<file path="src/rtl/prbs_sat_counter.sv">
// rtl/prbs_sat_counter.sv - saturating statistics counter with synchronous clear
module prbs_sat_counter #(
    parameter int CNT_WIDTH = 16
) (
    input  logic                 clk,
    input  logic                 reset,
    input  logic                 inc,
    input  logic                 clear,
    output logic [CNT_WIDTH-1:0] count
);

    always_ff @(posedge clk) begin
        if (reset || clear) begin
            count <= '0;
        end else if (inc && (count != '1)) begin
            count <= count + 1'b1;
        end
    end

endmodule

</file>
<file path="config.mk">
export PLATFORM = sky130hd
export DESIGN_NAME = prbs_sat_counter
export DESIGN_NICKNAME = d
export VERILOG_FILES = /design/src/rtl/prbs_sat_counter.sv
export SDC_FILE = /design/constraint.sdc
export NUM_CORES = 1
export LEC_CHECK = 0
export ABC_AREA = 1
export ABC_CLOCK_PERIOD_IN_PS = 1550
export BUFFER_PORTS_ARGS = -buffer_cell sky130_fd_sc_hd__buf_2
export CAP_MARGIN = 15
export CORE_ASPECT_RATIO = 1.4
export CORE_UTILIZATION = 40
export DETAILED_ROUTE_END_ITERATION = 12
export MAX_ROUTING_LAYER = met4
export REMOVE_ABC_BUFFERS = 1
export SLEW_MARGIN = 20
export SYNTH_ARGS = -nofsm -noshare
export SYNTH_HDL_FRONTEND = slang
export SYNTH_SLANG_ARGS = --single-unit
</file>
<file path="constraint.sdc">
create_clock -name clk -period 1.55 [get_ports clk]
set_input_delay 0.31 -clock clk [delete_from_list [all_inputs] [get_ports clk]]
set_output_delay 0.31 -clock clk [all_outputs]
set_load 0.02 [all_outputs]
</file>
==> results.json <==
{
  "outcome": "completed",
  "ys_types": 21,
  "synthCells": 149,
  "max_cap_viol_count": 0,
  "synth.area.top_cells": "dfxtp_1 34%, nand2_1 15%, nor2_1 13%, nand3_1 7.4%, a21oi_1 4.7%",
  "largest_reg_flops": 16,
  "holdBufCountCts": 0,
  "tns_ns": 0,
  "layout.cells.non_filler": 193,
  "ir_worst_vdd_mv": 0.483,
  "power_density_mw_per_mm2": 611,
  "drive_gt1_share_pct": 24.0,
  "vias": 963,
  "grtUsageTotal_pct": 18.9,
  "ys_seq_area_share_pct": 33.7,
  "dieWidth_um": 43.2,
  "grt_start_max_net_pins": 17,
  "postRouteAntennaNets": 0,
  "numCtsBuffers": 3,
  "post-route-drc-count": 0,
  "post-route-min-period_ns": 1.41,
  "regMostFlops": "count",
  "path_class": "reg -> reg",
  "worst_pin_slew_ns": 0.227,
  "cts_sinks": 16,
  "firstDrtPassIters": 4,
  "syn_area_um2": 951,
  "die_h_um": 59.7,
  "clock.fmax_mhz": 707,
  "clk_path_buf_depth": 2,
  "top_regs": "count x16",
  "crit_arrival_ns": 1.60,
  "post-route-period-util_pct": 91.3,
  "ys_seq_elements": 16,
  "clkTransAtPathRegs_ns": 0.10,
  "grt_pass1_wl_um": 3570,
  "power_w": 0.000680,
  "maxSlewViolCount": 0,
  "finClkSkew_ns": 0.00391,
  "syn_avg_cell_area_um2": 6.38,
  "critical_path.max_fanout": 5,
  "grt_overflow": 0,
  "final_cell_area_mm2": 0.00111,
  "crit_path_end_kind": "flip-flop",
  "h-tree-depth": 1,
  "antenna_cells": 0,
  "holdWs_ns": 0.409,
  "slew_headroom_pct": 84.7,
  "cts-root-buf": "clkbuf_4",
  "drt-total-wl_um": 2080,
  "initial_core_util_pct": 43.2,
  "p_leak_nw": 0.469,
  "fin_nets": 178,
  "rsz0062_at_grt": "no",
  "routed_via_density": 4.99,
  "port_buffers": 19,
  "cp.required_ns": 1.74,
  "dp_hpwl_um": 1570,
  "cts_tree": "built",
  "fill_cells": 243,
  "place_area_mm2": 0.00107,
  "drtIter0Drc": 28,
  "gp_congestion": 0.854,
  "cp-start-kind": "flip-flop",
  "hold_violations": 0,
  "syn_to_final_growth_pct": 17.1,
  "num_rows": 20,
  "yosysTopAreaCell": "dfxtp_1",
  "clkLatencyLatePin_ns": 0.29,
  "ys_warn_count": 0,
  "coreArea_mm2": 0.00220,
  "die-area_mm2": 0.00258,
  "min_path_type": "in -> reg",
  "setup_viol": 0,
  "ios": 20,
  "wl_per_cell_um": 10.8,
  "grt_antenna_before_repair": 0,
  "netlist.area_leader.share_pct": 33.7,
  "first_global_vias": 820,
  "dpl.cell_count": 190
}
## power by group
| part | internal [W] | total [W] | leakage, nW | switching, W |
|---|---|---|---|---|
| Clock | 0.0000903 | 0.000225 | 0.0138 | 0.000135 |
| Combinational | 0.0000144 | 0.0000394 | 0.325 | 0.0000250 |
| Sequential | 0.000413 | 0.000415 | 0.130 | 0.00000276 |
| Total | 0.000517 | 0.000680 | 0.469 | 0.000163 |
## metal layers
layer | track usage, % | wire length [µm]
met1 | 23.3 | 974
met2 | 29.6 | 1010
met3 | 2.11 | 51
met4 | 11.3 | 48
met5 | - | 0
## synth_stat cells, drive strengths merged
cell type  count
nand4          4
clkinv         1
nand2         42
a21oi          9
dfxtp         16
a21boi         1
o21ai          4
nor2          41
ha             1
inv           13
buf            2
nor3           1
nand3         14
## cells by family (layout without fill, tap and decap cells)
group,Yosys count,after routing,synth area share [%]
simple gates,102,102,49.5
flops,16,16,33.7
buf+inv,16,38,7.50
compound gates,14,14,8.03
fa+ha+maj,1,1,1.32
## cell type report
type / instances / area, µm² / share of cell area (%)
Tap cell: 22 / 27.5 / 2.47
Multi-Input combinational cell: 117 / 576 / 51.7
Timing Repair Buffer: 21 / 110 / 9.89
Sequential cell: 16 / 325 / 29.2
Clock buffer: 3 / 22.5 / 2.02
Inverter: 14 / 52.6 / 4.72
## worst paths after layout
path / from / endpoint / slack, ns / cells after the start
setup / recovery: count[0] / count[2] / 0.14 / 8
hold / removal: inc / count[11] / 0.41 / 4
setup reg to reg: count[0] / count[2] / 0.14 / 8
hold reg to reg: count[1] / count[1] / 0.52 / 2
## critical path: stages, from the launching register on
cell and delay, ns:
dfxtp_4 0.38, ha_1 0.19, nand2_1 0.11, nor2_4 0.14, nand2_2 0.09, nor2_4 0.15, nor2_2 0.08, a21oi_1 0.12
nor2_1 0.05
## timing repair
action / CTS / global route
setup endpoints to repair: 3 / 14
buffers inserted: 0 / 0
gates resized for setup: 1 / 5
## stage by stage
| step | utilization [%] | worst slack [ns] |
|---|---|---|
| after floorplan | - | 0.0308 |
| after global placement | 48.6 | 0.0863 |
| after detailed placement | 48.6 | 0.00592 |
| after CTS | 50.0 | 0.0372 |
| after global routing | 50.6 | 0.00825 |
| final | 50.6 | 0.135 |
## layout by cell type (no fill, tap or decap), types with 2 or more instances in the layout
cell type  netlist  layout
nand3_1         14      14
nor2_1          34      33
nand2_1         38      38
nand4_1          3       3
a21oi_1          9       9
buf_2            0      19
inv_1           12      12
nor2_4           4       5
nor2_2           3       3
clkbuf_4         0       3
o21ai_0          3       3
nand2_2          3       3
buf_4            1       2
dfxtp_1         16      14
(Power assumes the default switching activity.)
